**src/rtl/operand_fetch_if.sv**
```systemverilog
`default_nettype none
`timescale 1ns/1ps
// +----------------------------------------------------------------------+
// | operand_fetch_if : upstream, register-file, writeback and downstream |
// | signals of the operand fetch stage.                 Rev 1.0          |
// +----------------------------------------------------------------------+
interface operand_fetch_if #(
  parameter int DATA_WIDTH = 32
);
  logic                  flush;
  logic                  in_valid;
  logic                  in_ready;
  logic [4:0]            in_rs1;
  logic [4:0]            in_rs2;
  logic [4:0]            in_rd;
  logic                  in_rd_we;
  logic [DATA_WIDTH-1:0] in_pc;
  logic [4:0]            rf_addr_rs1;
  logic [4:0]            rf_addr_rs2;
  logic [DATA_WIDTH-1:0] rf_data_rs1;
  logic [DATA_WIDTH-1:0] rf_data_rs2;
  logic                  wb_enable;
  logic [4:0]            wb_addr;
  logic [DATA_WIDTH-1:0] wb_data;
  logic                  out_valid;
  logic                  out_ready;
  logic [DATA_WIDTH-1:0] out_rs1_data;
  logic [DATA_WIDTH-1:0] out_rs2_data;
  logic [4:0]            out_rd;
  logic                  out_rd_we;
  logic [DATA_WIDTH-1:0] out_pc;

  modport slave (
    input  flush, in_valid, in_rs1, in_rs2, in_rd, in_rd_we, in_pc,
    input  rf_data_rs1, rf_data_rs2, wb_enable, wb_addr, wb_data, out_ready,
    output in_ready, rf_addr_rs1, rf_addr_rs2,
    output out_valid, out_rs1_data, out_rs2_data, out_rd, out_rd_we, out_pc
  );

  modport master (
    output flush, in_valid, in_rs1, in_rs2, in_rd, in_rd_we, in_pc,
    output rf_data_rs1, rf_data_rs2, wb_enable, wb_addr, wb_data, out_ready,
    input  in_ready, rf_addr_rs1, rf_addr_rs2,
    input  out_valid, out_rs1_data, out_rs2_data, out_rd, out_rd_we, out_pc
  );
endinterface
`default_nettype wire

```
**src/rtl/operand_fetch.sv**
```systemverilog
`default_nettype none
`timescale 1ns/1ps
// +----------------------------------------------------------------------+
// | operand_fetch : single-buffer operand fetch with RAW scoreboard and  |
// | writeback bypass.                                   Rev 1.0          |
// +----------------------------------------------------------------------+
module operand_fetch #(
  parameter int DATA_WIDTH = 32,
  parameter int REG_COUNT  = 32
) (
  input  wire logic        clock,
  input  wire logic        reset,
  operand_fetch_if.slave   io_bus
);

  localparam int c_AW = 5;

  function automatic logic f_pending(input logic [c_AW-1:0] a,
                                     input logic [REG_COUNT-1:0] p);
    logic v;
    v = 1'b0;
    for (int i = 1; i < REG_COUNT; i++) begin
      if (a == c_AW'(i)) v = p[i];
    end
    return v;
  endfunction

  logic [REG_COUNT-1:0]  r_pending;
  logic                  r_valid;
  logic [c_AW-1:0]       r_rs1;
  logic [c_AW-1:0]       r_rs2;
  logic [c_AW-1:0]       r_rd;
  logic                  r_rd_we;
  logic [DATA_WIDTH-1:0] r_pc;
  logic                  r_byp1;
  logic                  r_byp2;
  logic [DATA_WIDTH-1:0] r_byp1_data;
  logic [DATA_WIDTH-1:0] r_byp2_data;
  logic                  r_held;
  logic [DATA_WIDTH-1:0] r_hold1;
  logic [DATA_WIDTH-1:0] r_hold2;

  logic                  w_blk_rs1;
  logic                  w_blk_rs2;
  logic                  w_blk_rd;
  logic                  w_in_ready;
  logic                  w_accept;
  logic                  w_fire;
  logic                  w_sb_set;
  logic                  w_byp1;
  logic                  w_byp2;
  logic [DATA_WIDTH-1:0] w_fresh1;
  logic [DATA_WIDTH-1:0] w_fresh2;

  // A same-cycle writeback to a pending register unblocks it immediately.
  assign w_blk_rs1 = f_pending(io_bus.in_rs1, r_pending) &&
                     !(io_bus.wb_enable && io_bus.wb_addr == io_bus.in_rs1);
  assign w_blk_rs2 = f_pending(io_bus.in_rs2, r_pending) &&
                     !(io_bus.wb_enable && io_bus.wb_addr == io_bus.in_rs2);
  assign w_blk_rd  = f_pending(io_bus.in_rd, r_pending) &&
                     !(io_bus.wb_enable && io_bus.wb_addr == io_bus.in_rd);

  assign w_in_ready = reset && !w_blk_rs1 && !w_blk_rs2 &&
                      !(io_bus.in_rd_we && w_blk_rd) &&
                      (!r_valid || io_bus.out_ready) && !io_bus.flush;
  assign w_accept   = io_bus.in_valid && w_in_ready;
  assign w_fire     = r_valid && io_bus.out_ready;
  assign w_sb_set   = w_fire && !io_bus.flush && r_rd_we && (r_rd != '0);

  // The register file returns the pre-write value during a writeback cycle.
  assign w_byp1 = io_bus.wb_enable && (io_bus.wb_addr == io_bus.in_rs1) &&
                  (io_bus.in_rs1 != '0);
  assign w_byp2 = io_bus.wb_enable && (io_bus.wb_addr == io_bus.in_rs2) &&
                  (io_bus.in_rs2 != '0);

  assign w_fresh1 = (r_rs1 == '0) ? '0 : (r_byp1 ? r_byp1_data : io_bus.rf_data_rs1);
  assign w_fresh2 = (r_rs2 == '0) ? '0 : (r_byp2 ? r_byp2_data : io_bus.rf_data_rs2);

  assign io_bus.in_ready     = w_in_ready;
  assign io_bus.rf_addr_rs1  = io_bus.in_rs1;
  assign io_bus.rf_addr_rs2  = io_bus.in_rs2;
  assign io_bus.out_valid    = r_valid;
  assign io_bus.out_rs1_data = r_held ? r_hold1 : w_fresh1;
  assign io_bus.out_rs2_data = r_held ? r_hold2 : w_fresh2;
  assign io_bus.out_rd       = r_rd;
  assign io_bus.out_rd_we    = r_rd_we;
  assign io_bus.out_pc       = r_pc;

  always_ff @(posedge clock) begin
    if (!reset) begin
      r_pending <= '0;
    end else begin
      r_pending[0] <= 1'b0;
      for (int i = 1; i < REG_COUNT; i++) begin
        if (w_sb_set && r_rd == c_AW'(i))
          r_pending[i] <= 1'b1;
        else if (io_bus.wb_enable && io_bus.wb_addr == c_AW'(i))
          r_pending[i] <= 1'b0;
      end
    end
  end

  always_ff @(posedge clock) begin
    if (!reset) begin
      r_valid     <= 1'b0;
      r_rs1       <= '0;
      r_rs2       <= '0;
      r_rd        <= '0;
      r_rd_we     <= 1'b0;
      r_pc        <= '0;
      r_byp1      <= 1'b0;
      r_byp2      <= 1'b0;
      r_byp1_data <= '0;
      r_byp2_data <= '0;
      r_held      <= 1'b0;
      r_hold1     <= '0;
      r_hold2     <= '0;
    end else begin
      if (io_bus.flush)
        r_valid <= 1'b0;
      else if (w_accept)
        r_valid <= 1'b1;
      else if (w_fire)
        r_valid <= 1'b0;

      if (w_accept) begin
        r_rs1       <= io_bus.in_rs1;
        r_rs2       <= io_bus.in_rs2;
        r_rd        <= io_bus.in_rd;
        r_rd_we     <= io_bus.in_rd_we;
        r_pc        <= io_bus.in_pc;
        r_byp1      <= w_byp1;
        r_byp2      <= w_byp2;
        r_byp1_data <= io_bus.wb_data;
        r_byp2_data <= io_bus.wb_data;
        r_held      <= 1'b0;
      end else if (io_bus.flush || w_fire) begin
        r_held      <= 1'b0;
      end else if (r_valid && !r_held) begin
        // Stalled: rf_data will follow the next upstream address, so freeze.
        r_held      <= 1'b1;
        r_hold1     <= w_fresh1;
        r_hold2     <= w_fresh2;
      end
    end
  end

endmodule
`default_nettype wire

```
**src/flat_wrapper.sv**
```systemverilog
// flat-port wrapper written by rule: the top's interface ports become plain ports
module operand_fetch_flat 
#(
  parameter int DATA_WIDTH = 32,
  parameter int REG_COUNT  = 32
)
  (clock, reset, io_bus_flush, io_bus_in_valid, io_bus_in_rs1, io_bus_in_rs2, io_bus_in_rd, io_bus_in_rd_we, io_bus_in_pc, io_bus_rf_data_rs1, io_bus_rf_data_rs2, io_bus_wb_enable, io_bus_wb_addr, io_bus_wb_data, io_bus_out_ready, io_bus_in_ready, io_bus_rf_addr_rs1, io_bus_rf_addr_rs2, io_bus_out_valid, io_bus_out_rs1_data, io_bus_out_rs2_data, io_bus_out_rd, io_bus_out_rd_we, io_bus_out_pc);
  operand_fetch_if #(.DATA_WIDTH(DATA_WIDTH)) io_bus_i ();
  input  wire logic clock;
  input  wire logic reset;
  input wire logic [$bits(io_bus_i.flush)-1:0] io_bus_flush;
  input wire logic [$bits(io_bus_i.in_valid)-1:0] io_bus_in_valid;
  input wire logic [$bits(io_bus_i.in_rs1)-1:0] io_bus_in_rs1;
  input wire logic [$bits(io_bus_i.in_rs2)-1:0] io_bus_in_rs2;
  input wire logic [$bits(io_bus_i.in_rd)-1:0] io_bus_in_rd;
  input wire logic [$bits(io_bus_i.in_rd_we)-1:0] io_bus_in_rd_we;
  input wire logic [$bits(io_bus_i.in_pc)-1:0] io_bus_in_pc;
  input wire logic [$bits(io_bus_i.rf_data_rs1)-1:0] io_bus_rf_data_rs1;
  input wire logic [$bits(io_bus_i.rf_data_rs2)-1:0] io_bus_rf_data_rs2;
  input wire logic [$bits(io_bus_i.wb_enable)-1:0] io_bus_wb_enable;
  input wire logic [$bits(io_bus_i.wb_addr)-1:0] io_bus_wb_addr;
  input wire logic [$bits(io_bus_i.wb_data)-1:0] io_bus_wb_data;
  input wire logic [$bits(io_bus_i.out_ready)-1:0] io_bus_out_ready;
  output wire logic [$bits(io_bus_i.in_ready)-1:0] io_bus_in_ready;
  output wire logic [$bits(io_bus_i.rf_addr_rs1)-1:0] io_bus_rf_addr_rs1;
  output wire logic [$bits(io_bus_i.rf_addr_rs2)-1:0] io_bus_rf_addr_rs2;
  output wire logic [$bits(io_bus_i.out_valid)-1:0] io_bus_out_valid;
  output wire logic [$bits(io_bus_i.out_rs1_data)-1:0] io_bus_out_rs1_data;
  output wire logic [$bits(io_bus_i.out_rs2_data)-1:0] io_bus_out_rs2_data;
  output wire logic [$bits(io_bus_i.out_rd)-1:0] io_bus_out_rd;
  output wire logic [$bits(io_bus_i.out_rd_we)-1:0] io_bus_out_rd_we;
  output wire logic [$bits(io_bus_i.out_pc)-1:0] io_bus_out_pc;
  assign io_bus_i.flush = io_bus_flush;
  assign io_bus_i.in_valid = io_bus_in_valid;
  assign io_bus_i.in_rs1 = io_bus_in_rs1;
  assign io_bus_i.in_rs2 = io_bus_in_rs2;
  assign io_bus_i.in_rd = io_bus_in_rd;
  assign io_bus_i.in_rd_we = io_bus_in_rd_we;
  assign io_bus_i.in_pc = io_bus_in_pc;
  assign io_bus_i.rf_data_rs1 = io_bus_rf_data_rs1;
  assign io_bus_i.rf_data_rs2 = io_bus_rf_data_rs2;
  assign io_bus_i.wb_enable = io_bus_wb_enable;
  assign io_bus_i.wb_addr = io_bus_wb_addr;
  assign io_bus_i.wb_data = io_bus_wb_data;
  assign io_bus_i.out_ready = io_bus_out_ready;
  assign io_bus_in_ready = io_bus_i.in_ready;
  assign io_bus_rf_addr_rs1 = io_bus_i.rf_addr_rs1;
  assign io_bus_rf_addr_rs2 = io_bus_i.rf_addr_rs2;
  assign io_bus_out_valid = io_bus_i.out_valid;
  assign io_bus_out_rs1_data = io_bus_i.out_rs1_data;
  assign io_bus_out_rs2_data = io_bus_i.out_rs2_data;
  assign io_bus_out_rd = io_bus_i.out_rd;
  assign io_bus_out_rd_we = io_bus_i.out_rd_we;
  assign io_bus_out_pc = io_bus_i.out_pc;
  operand_fetch #(.DATA_WIDTH(DATA_WIDTH), .REG_COUNT(REG_COUNT)) u_core (.clock(clock), .reset(reset), .io_bus(io_bus_i));
endmodule
```
**config.mk**
```make
export PLATFORM = sky130hd
export DESIGN_NAME = operand_fetch_flat
export DESIGN_NICKNAME = d
export VERILOG_FILES = /design/src/rtl/operand_fetch_if.sv /design/src/rtl/operand_fetch.sv /design/src/flat_wrapper.sv
export SDC_FILE = /design/constraint.sdc
export NUM_CORES = 1
export LEC_CHECK = 0
export CAP_MARGIN = 20
export CORE_AREA = 2 2 135 150
export CTS_CLUSTER_SIZE = 8
export DETAILED_ROUTE_END_ITERATION = 8
export DIE_AREA = 0 0 137 152
export PLACE_DENSITY = 0.85
export SYNTH_ARGS = -nofsm -noshare
export SYNTH_HDL_FRONTEND = slang
export SYNTH_SLANG_ARGS = --single-unit
```
**constraint.sdc**
```tcl
create_clock -name clock -period 5.45 [get_ports clock]
set_clock_uncertainty 0.1 [all_clocks]
set_input_delay 1.09 -clock clock [delete_from_list [all_inputs] [get_ports clock]]
set_output_delay 1.09 -clock clock [all_outputs]
set_load 0.02 [all_outputs]
```
# Word level (Yosys, flattened, before mapping)
# Index checks and enable logic that the tools add are counted.
# totals
input_bits,155
word_cells,500
mem_bits_ro,0
mem_bits_rw,0
latchBits,0
mem_count,0
output_inout_bits,114
ff_bits,179
# op_classes
div,0
n_eq_ne,158
bitwise_logic,3
order_cmp,0
reduce_logical,133
shift,0
multipliers,0
mux,163
add_sub_neg,0
# ops
op,count
5-bit equality test (second input constant),80
5-bit by 4-bit equality test with 1-bit output (second input constant),40
32-bit 2-to-1 mux,6
1-bit 2-to-1 mux,157
5-bit by 3-bit equality test with 1-bit output (second input constant),20
1-bit logical AND,82
2-bit nonzero test,32
5-bit by 2-bit equality test with 1-bit output (second input constant),10
5-bit by 1-bit equality test with 1-bit output (second input constant),5
5-bit equality test,3
5-bit nonzero test,3
5-bit zero test,2
1-bit zero test,9
1-bit NOT,3
3-bit AND reduction,1
3-bit OR reduction,1
1-bit logical OR,2
2-bit OR reduction,1

# Depth between registers and ports, before layout
# Gate-level depths: netlist of run 1.
# logic_depth
depth_word,42
ltp_mapped,13
ltp_nobuf,8

# Worst setup path after synthesis of run 1
# Ideal clock, no wire load.
# synth_timing
path_type,input to output
start,input port io_bus_in_rs2[2]
end,output port io_bus_in_ready
n_path_buf,3
arrival_time_ps,2994
path_stages,10
slack_ps,1266
t_required_ps,4260
cell_sequence,buf_2 -> or3b_1 -> o31a_1 -> o221ai_1 -> a2bb2oi_1 -> o211ai_1 -> o31a_1 -> buf_2 -> buf_2 -> and4_1
# synth_between
elab_chain_len,38
word_cells_on_any_way,71
cone_classes,eq/ne (32); mux (31); reduce/logical (8)
# synth_rtl
item,line_no,text
start: declaration,flat_wrapper.sv:14,input wire logic [$bits(io_bus_i.in_rs2)-1:0] io_bus_in_rs2;
5-bit by 1-bit equality test with 1-bit output,operand_fetch.sv:23,if (a == c_AW'(i)) v = p[i];
1-bit 2-to-1 mux (31 in a row),operand_fetch.sv:23,
1-bit logical AND *,operand_fetch.sv:58,"assign w_blk_rs2 = f_pending(io_bus.in_rs2, r_pending) &&"
1-bit zero test *,operand_fetch.sv:63,assign w_in_ready = reset && !w_blk_rs1 && !w_blk_rs2 &&
1-bit logical AND * (2 in a row),operand_fetch.sv:63,
1-bit logical AND *,operand_fetch.sv:64,!(io_bus.in_rd_we && w_blk_rd) &&
1-bit logical AND *,operand_fetch.sv:65,(!r_valid || io_bus.out_ready) && !io_bus.flush;
end: declaration,flat_wrapper.sv:24,output wire logic [$bits(io_bus_i.in_ready)-1:0] io_bus_in_ready;
# Mark *: on every way between the ends. The rest lies on a longest branch, timed or not.

# Final worst setup path of run 1
# layout_timing
start,input port io_bus_in_rs2[1]
end,output port io_bus_in_ready
# Same word-level chain as after synthesis.

==> results of run 1 <==
routing by layer:
metal	global-route usage, %	wire (µm)	up-vias
met2	51.7	16100	455
met1	39.3	13600	4948
met4	16.4	1750	0
met3	7.77	2790	112
met5	0	0	-
li1	-	-	5051
cells in the final DEF, fill, tap and decap left out, types with 5 or more instances in the layout:
| cell | count |
|---|---|
| o21ai_1 | 11 |
| nand3b_1 | 6 |
| o31ai_1 | 68 |
| nand2_1 | 207 |
| inv_1 | 11 |
| mux2i_1 | 78 |
| nand3_1 | 83 |
| clkbuf_16 | 17 |
| mux2_2 | 6 |
| nor2_1 | 24 |
| nor3b_1 | 8 |
| clkdlybuf4s50_1 | 267 |
| dfxtp_1 | 176 |
| nand2b_1 | 15 |
| xnor2_1 | 8 |
| a211o_1 | 6 |
| xor2_1 | 8 |
| buf_4 | 33 |
| nor3_1 | 74 |
| nor2b_1 | 72 |
| or3_1 | 6 |
| a21boi_0 | 31 |
| a21oi_1 | 84 |
| o32ai_1 | 5 |
| o21ai_0 | 115 |
metrics by stage:
step	total power, mW	instances	hold slack, ns	area (µm²)	worst slack, ns
final	3.39	1767	0.347	13300	0.243
after global routing	3.51	1767	0.370	13300	0.201
after CTS	3.39	1766	0.351	13300	0.278
after detailed placement	2.16	1735	0.341	12700	0.320
after global placement	2.16	1735	0.336	12700	0.291
after floorplan	1.80	1318	0.330	10100	1.27
worst min-delay path by stage:
stage,startpoint,end,depth (start not counted)
after floorplan,u_core.r_rs1[2]$_SDFFE_PN0P_,u_core.r_rs1[2]$_SDFFE_PN0P_,2
after global placement,u_core.io_bus.out_pc[28]$_SDFFE_PN0P_,u_core.io_bus.out_pc[28]$_SDFFE_PN0P_,2
after detailed placement,u_core.io_bus.out_pc[15]$_SDFFE_PN0P_,u_core.io_bus.out_pc[15]$_SDFFE_PN0P_,2
after CTS,u_core.io_bus.out_pc[15]$_SDFFE_PN0P_,u_core.io_bus.out_pc[15]$_SDFFE_PN0P_,2
after global routing,u_core.r_rs2[2]$_SDFFE_PN0P_,u_core.r_rs2[2]$_SDFFE_PN0P_,2
final,u_core.io_bus.out_pc[15]$_SDFFE_PN0P_,u_core.io_bus.out_pc[15]$_SDFFE_PN0P_,2
sequential cells by signal, summed over array words and instances, names as in the netlist:
name / count
u_core.r_byp2: 1
u_core.r_held: 1
u_core.io_bus.out_rd_we: 1
u_core.r_hold2: 32
u_core.r_byp1_data: 32
u_core.r_rs1: 5
u_core.r_byp1: 1
u_core.r_hold1: 32
u_core.io_bus.out_rd: 5
u_core.io_bus.out_valid: 1
u_core.io_bus.out_pc: 32
u_core.r_pending: 31
u_core.r_rs2: 5
worst max-delay path, delay by kind of cell:
kind                   cells  cell delay (ns)
AO/OA/AOI/OAI              4             0.91
AND/OR/NAND/NOR            1             0.20
multiplexers               1             0.33
buffers and inverters      3             1.48
power by group through the flow:
stage | combinational [mW] | sequential [mW] | clock, mW
2_1_floorplan | 0.388 | 1.41 | 0
3_3_place_gp | 0.759 | 1.40 | 0
3_5_place_dp | 0.763 | 1.40 | 0
4_1_cts | 0.765 | 1.37 | 1.26
5_1_grt | 0.818 | 1.37 | 1.32
6_report | 0.770 | 1.37 | 1.25
final cells by class:
cell class                      count  share of cell area, %
Timing Repair Buffer              301                   22.0
Inverter                           13                  0.366
Tap cell                          252                   2.36
Clock inverter                     13                   1.28
Multi-Input combinational cell    991                   43.9
Sequential cell                   179                   26.9
Clock buffer                       18                   3.22
logic make-up after synthesis:
| logic type | Yosys count | share of synthesized area, % |
|---|---|---|
| AO/OA/AOI/OAI | 370 | 22.9 |
| flip-flops | 179 | 35.6 |
| XOR/XNOR | 16 | 1.39 |
| AND/OR/NAND/NOR | 521 | 25.0 |
| buffers and inverters | 148 | 6.65 |
| multiplexers | 84 | 8.42 |
==> metrics.md, run 1 <==
| Metric | Value |
|---|---|
| Data arrival, critical path | 4.02 ns |
| Crit path capture | io_bus_in_ready |
| Top-count cell post-synth | nand2_1 |
| Largest net degree at the start of global routing | a little under 100 |
| First-pass DRT Iterations | 6 |
| Static Leakage | about 4.3 nW |
| Clock group share of total power | a little under two fifths |
| Top post-synthesis cells by count | nand2_1, dfxtp_1, o21ai_0 |
| CP max FO | 9 |
| Register-to-register setup slack | 2.10 ns |
| Rel. slew slack | 23.2% |
| Port buffer count | 268 |
| Fin crit share | around 96% |
| R2R cell count | 9 |
| Dominant synthesized flop cell | dfxtp_1 |
| Biggest area consumer among synthesized cells | dfxtp_1 |
| H-tree levels | 4 |
| TNS Setup | 0 ns |
| Data required, critical path | between 4 and 5 ns |
| First-pass GRT wire length | 53200 µm |
| Status | completed |
| Postcts setup bufs | 0 |
| Hold WC Path Type | reg -> reg |
| Most used cell, CP | clkdlybuf4s50_1 |
| Share of cells above drive strength 1 | 5.54% |
| VDD IR max | 211 µV |
| Seq/Total Area, Yosys | between 30% and 40% |
| Area delta synth->final | 32.3% |
| Combinational share of power | 22.7% |
| Sw Share | 30.1% |
| Core footprint | between 15000 and 20000 µm² |
| Gpl congestion | 0.969 |
| Row cnt | 54 |
| Layout Nets | 1658 |
| Die height | 152 µm |
| Routed Antenna Nets | 0 |
| Ranking of synthesized cells by area | dfxtp_1, mux2i_1, nand2_1 |
| Pwr Density | roughly 250 nW/µm² |
| Syn Std Cell Area | around 10000 µm² |
| CP startpoint | io_bus_in_rs2[1] |
| WS Path Type | in -> out |
| CTS root buf | clkbuf_16 |
| CTS Buf Count | 17 |
| Final Util | 68.6% |
| Tmin final | 5.21 ns |
| TritonCTS clock tree | yes |
| CP endpoint kind | output pin |
| Final setup viols | 0 |
| DR DRC count | 0 |
| Top cell type's share of synthesized area | a little over a third |
| Reg power frac | about two fifths |
| Pint | 2.37 mW |
| Asr flop ratio synth | 0% |
| Cts hold-fix bufs | 0 |
| Storage element area | around 3600 µm² |
| RSZ-0062 raised after global routing | false |
| Initial core utilization | between 50 and 60% |
| Reg-to-Reg End | u_core.r_byp1$_SDFFE_PN0P_ |
| IO Count | between 200 and 300 |
| #FFs+latches synth | 179 |
| GRT Util Overall | between 30% and 40% |
| Clk sinks | ~180 |
| CP Launch Type | input pin |
| Total grt overflow | 0 |
| Total die area | between 20000 and 25000 µm² |
| Cts repair resizes | 0 |
| Skew-Pair Late Insertion Delay | about 0.43 ns |
| CP Cell Sequence | clkdlybuf4s50_1 > buf_4 > mux2_2 > o311ai_0 > a311oi_1 > o211ai_1 > o31a_2 > and4_1 > clkdlybuf4s50_1 |
| Average cell area after synthesis | 7.65 µm² |
| DRT iter0 DRCs | between 800 and 900 |
| Net Count, Synth | 1473 |
| Post-Syn Instances | about 1300 |
| Dpl hpwl | 23400 µm |
| Post-synth EDFFs | 0 |
| Slowest CP cell | clkdlybuf4s50_1 |
| Total wire length | roughly 34000 µm |
| Buffer depth of the longest clock path | 2 |
| Max frequency | between 0.15 and 0.2 GHz |
| Drt wl/cell | a little under 20 µm |
| Cell variety after synth | 67 |
| Initial antenna violation count | 0 |
| DR vias | roughly 11000 |
| # fillers | 1664 |
| Vias in the first global route | about 10000 |
| Switching power | 1.02 mW |
| FF-to-FF Start | u_core.r_pending[11]$_SDFFE_PN0P_ |
| Clk slew on worst S/H paths | roughly 0.070 ns |
| Worst Tran Pin Value | ~1.2 ns |
| Die W | between 100 and 150 µm |
| Avg Vias per Cell | between 5 and 6 |
| Final hold vios | 0 |
| Ant diodes | 0 |
| Max Cap Viol | 0 |
| Max incr delay on CP | 0.64 ns |
| Area of the multi-input gates | approximately 6000 µm² |
| Synth warnings | 0 |
| Pins over their slew limit | 0 |
No activity file was read; power rests on OpenSTA's default activity.
==> inputs of run 2 (changes only) <==
CORE_AREA = 2 2 165 183   (was 2 2 135 150)
DIE_AREA = 0 0 167 185   (was 0 0 137 152)
PLACE_DENSITY = default   (was 0.85)
clock period = 6.5 ns   (was 5.45 ns; I/O delays follow)
==> metrics.md, run 2 (same netlist as run 1, synthesis figures left out) <==
| Metric | Value |
|---|---|
| Status | completed |
| Final Util | 46.0% (-23 points) |
| RSZ-0062 raised after global routing | false |
| DRT iter0 DRCs | 856 (-3.3%) |
| First-pass DRT Iterations | 5 (-1) |
| CTS root buf | clkbuf_16 |
| Max frequency | 0.173 GHz |
| Fin cells | 1882 (+6.5%) |
| Most frequent cells in the layout | clkdlybuf4s50_1, nand2_1, dfxtp_1 |
| Total grt overflow | 0 (unchanged) |
| Routed Antenna Nets | 0 (unchanged) |
| Layout Nets | 1646 (-0.72%) |
| Rel. slew slack | 27.4% (+4.2 points) |
| Pint | 1.97 mW (-17%) |
| Skew-Pair Late Insertion Delay | 0.44 ns (about the same) |
| Gpl congestion | 0.915 (-5.6%) |
| Overall power | 2.85 mW (-16%) |
| Reg power frac | 40.2% (-0.2 points) |
| Fin crit share | a little under 90% |
| First-pass GRT wire length | 56600 µm (+6.4%) |
| DP Cell Count | 1845 (+6.3%) |
| Final hold vios | 0 (unchanged) |
| Tmin final | 5.78 ns |
| Share of cells above drive strength 1 | 4.99% (-0.56 points) |
| CP endpoint kind | output pin |
| CP Launch Type | input pin |
| FF-to-FF Start | u_core.r_pending[11]$_SDFFE_PN0P_ |
| Clk sinks | 179 (unchanged) |
| Total wire length | 36400 µm (+6.4%) |
| Port buffer count | 268 (unchanged) |
| CTS Buf Count | 17 (unchanged) |
| Final setup viols | 0 (unchanged) |
| Die W | 167 µm (+22%) |
| PnR worst setup slack | 0.718 ns (+0.475 ns) |
| Pwr Density | 213 nW/µm² (-16%) |
| Largest net degree at the start of global routing | 109 (+10%) |
| Row cnt | 66 (+22%) |
| Area delta synth->final | 33.1% |
| Cts repair resizes | 0 (unchanged) |
| Postcts setup bufs | 0 (unchanged) |
| Switching power | 0.884 mW (-13%) |
| Clock group share of total power | 37.3% (+0.4 points) |
| Data required, critical path | 5.10 ns (+0.84 ns) |
| CP max FO | 15 (+6) |
| Cts hold-fix bufs | 0 (unchanged) |
| Register-to-register setup slack | 3.14 ns (+1.04 ns) |
| H-tree levels | 4 (unchanged) |
| TNS Setup | 0 ns (unchanged) |
| Data arrival, critical path | 4.38 ns (+0.36 ns) |
| DR DRC count | 0 (unchanged) |
| Reg-to-Reg End | u_core.r_byp1_data[6]$_SDFFE_PN0P_ |
| Initial core utilization | 34.6% (-17 points) |
| TritonCTS clock tree | yes |
| Hold Path Origin | u_core.io_bus.out_pc[15]$_SDFFE_PN0P_ |
| Initial antenna violation count | 4 (+4) |
| Sw Share | 31.0% (+0.93 points) |
| Worst Tran Pin Value | 1.08 ns (-0.0706 ns) |
| Most common cell after layout, fill and taps aside | clkdlybuf4s50_1 |
| Static Leakage | 4.23 nW (-1.5%) |
| DR vias | 10300 (-2.4%) |
| GRT Util Overall | 23.0% (-9.0 points) |
| WS Path Type | in -> out |
| Placed cell areas | 12800 µm² (+0.59%) |
| Vias in the first global route | 9628 (-1.9%) |
| Worst hold margin | 0.350 ns (+0.00328 ns) |
| Drt wl/cell | 19.4 µm (-0.14%) |
| Total die area | 30900 µm² (+48%) |
| Buffer depth of the longest clock path | 2 (unchanged) |
| R2R cell count | 9 (unchanged) |
| Worst hold stages | 2 (unchanged) |
| Combinational share of power | 22.5% (-0.2 points) |
| Pins over their slew limit | 0 (unchanged) |
| Hold endpoint | u_core.io_bus.out_pc[15]$_SDFFE_PN0P_ |
| Core footprint | 29200 µm² (+50%) |
| IO Count | 269 (unchanged) |
| Finished Cell Area | 13400 µm² (+0.54%) |
| Hold WC Path Type | reg -> reg |
| Avg Vias per Cell | 5.48 (-8.3%) |
| Clk slew on worst S/H paths | 0.07 ns (about the same) |
| Die height | 185 µm (+22%) |
| Post-Place Setup Slack | 0.750 ns (+0.430 ns) |
| Max Cap Viol | 0 (unchanged) |
| Dpl hpwl | 24500 µm (+4.7%) |
| VDD IR max | 125 µV (-41%) |
[run 2: changes by cell type in the layout (fill, tap and decap cells not counted), moves of 2 or more]
| cell | previous run | this run |
|---|---|---|
| buf_4 | 33 | 20 |
| diode_2 | 0 | 4 |
| inv_8 | 1 | 4 |
| clkbuf_8 | 0 | 2 |
| clkinv_8 | 2 | 0 |
[run 2: worst max-delay path by stage]
| stage | slack [ns] | startpoint | to | cells after the start |
|---|---|---|---|---|
| final | 0.72 | io_bus_in_rs2[0] | io_bus_in_ready | 9 |
| after global routing | 0.55 | io_bus_in_rd[1] | io_bus_in_ready | 8 |
| after CTS | 0.73 | io_bus_in_rs2[0] | io_bus_in_ready | 9 |
| after detailed placement | 0.75 | io_bus_in_rs2[0] | io_bus_in_ready | 9 |
| after global placement | 0.80 | io_bus_in_rs2[2] | io_bus_in_ready | 9 |
| after floorplan | 1.90 | io_bus_in_rs2[2] | io_bus_in_ready | 10 |
[run 2: cell type report]
type / instances / area (µm²)
tap: 374 / 468
multi-input combinational: 991 / 5850
clock inverter: 13 / 139
clock buffer: 19 / 453
timing repair buffer: 289 / 2850
sequential: 179 / 3590
inverter: 13 / 48.8
antenna: 4 / 10.0
fill: 2935 / 15700
[run 2: critical path: stages]
cell,delay (ns)
clkdlybuf4s50_1,0.77
mux2_2,0.38
o21ai_0,0.23
a211o_1,0.17
a32oi_1,0.11
o211ai_1,0.38
o31a_2,0.24
and4_1,0.19
clkdlybuf4s50_1,0.61
[run 2: power groups by stage]
| stage | clock network (mW) | logic, mW | registers, mW |
|---|---|---|---|
| 5_1_grt | 1.13 | 0.688 | 1.15 |
| 3_3_place_gp | 0 | 0.643 | 1.17 |
| 3_5_place_dp | 0 | 0.643 | 1.17 |
| 6_report | 1.06 | 0.642 | 1.15 |
| 4_1_cts | 1.09 | 0.644 | 1.15 |
| 2_1_floorplan | 0 | 0.326 | 1.18 |
[run 2: metal layers]
metal / GRT usage, % / wire [µm]
met5: 0 / 0
met4: 8.17 / 1010
met3: 4.53 / 2350
met2: 36.7 / 16900
met1: 31.0 / 16200
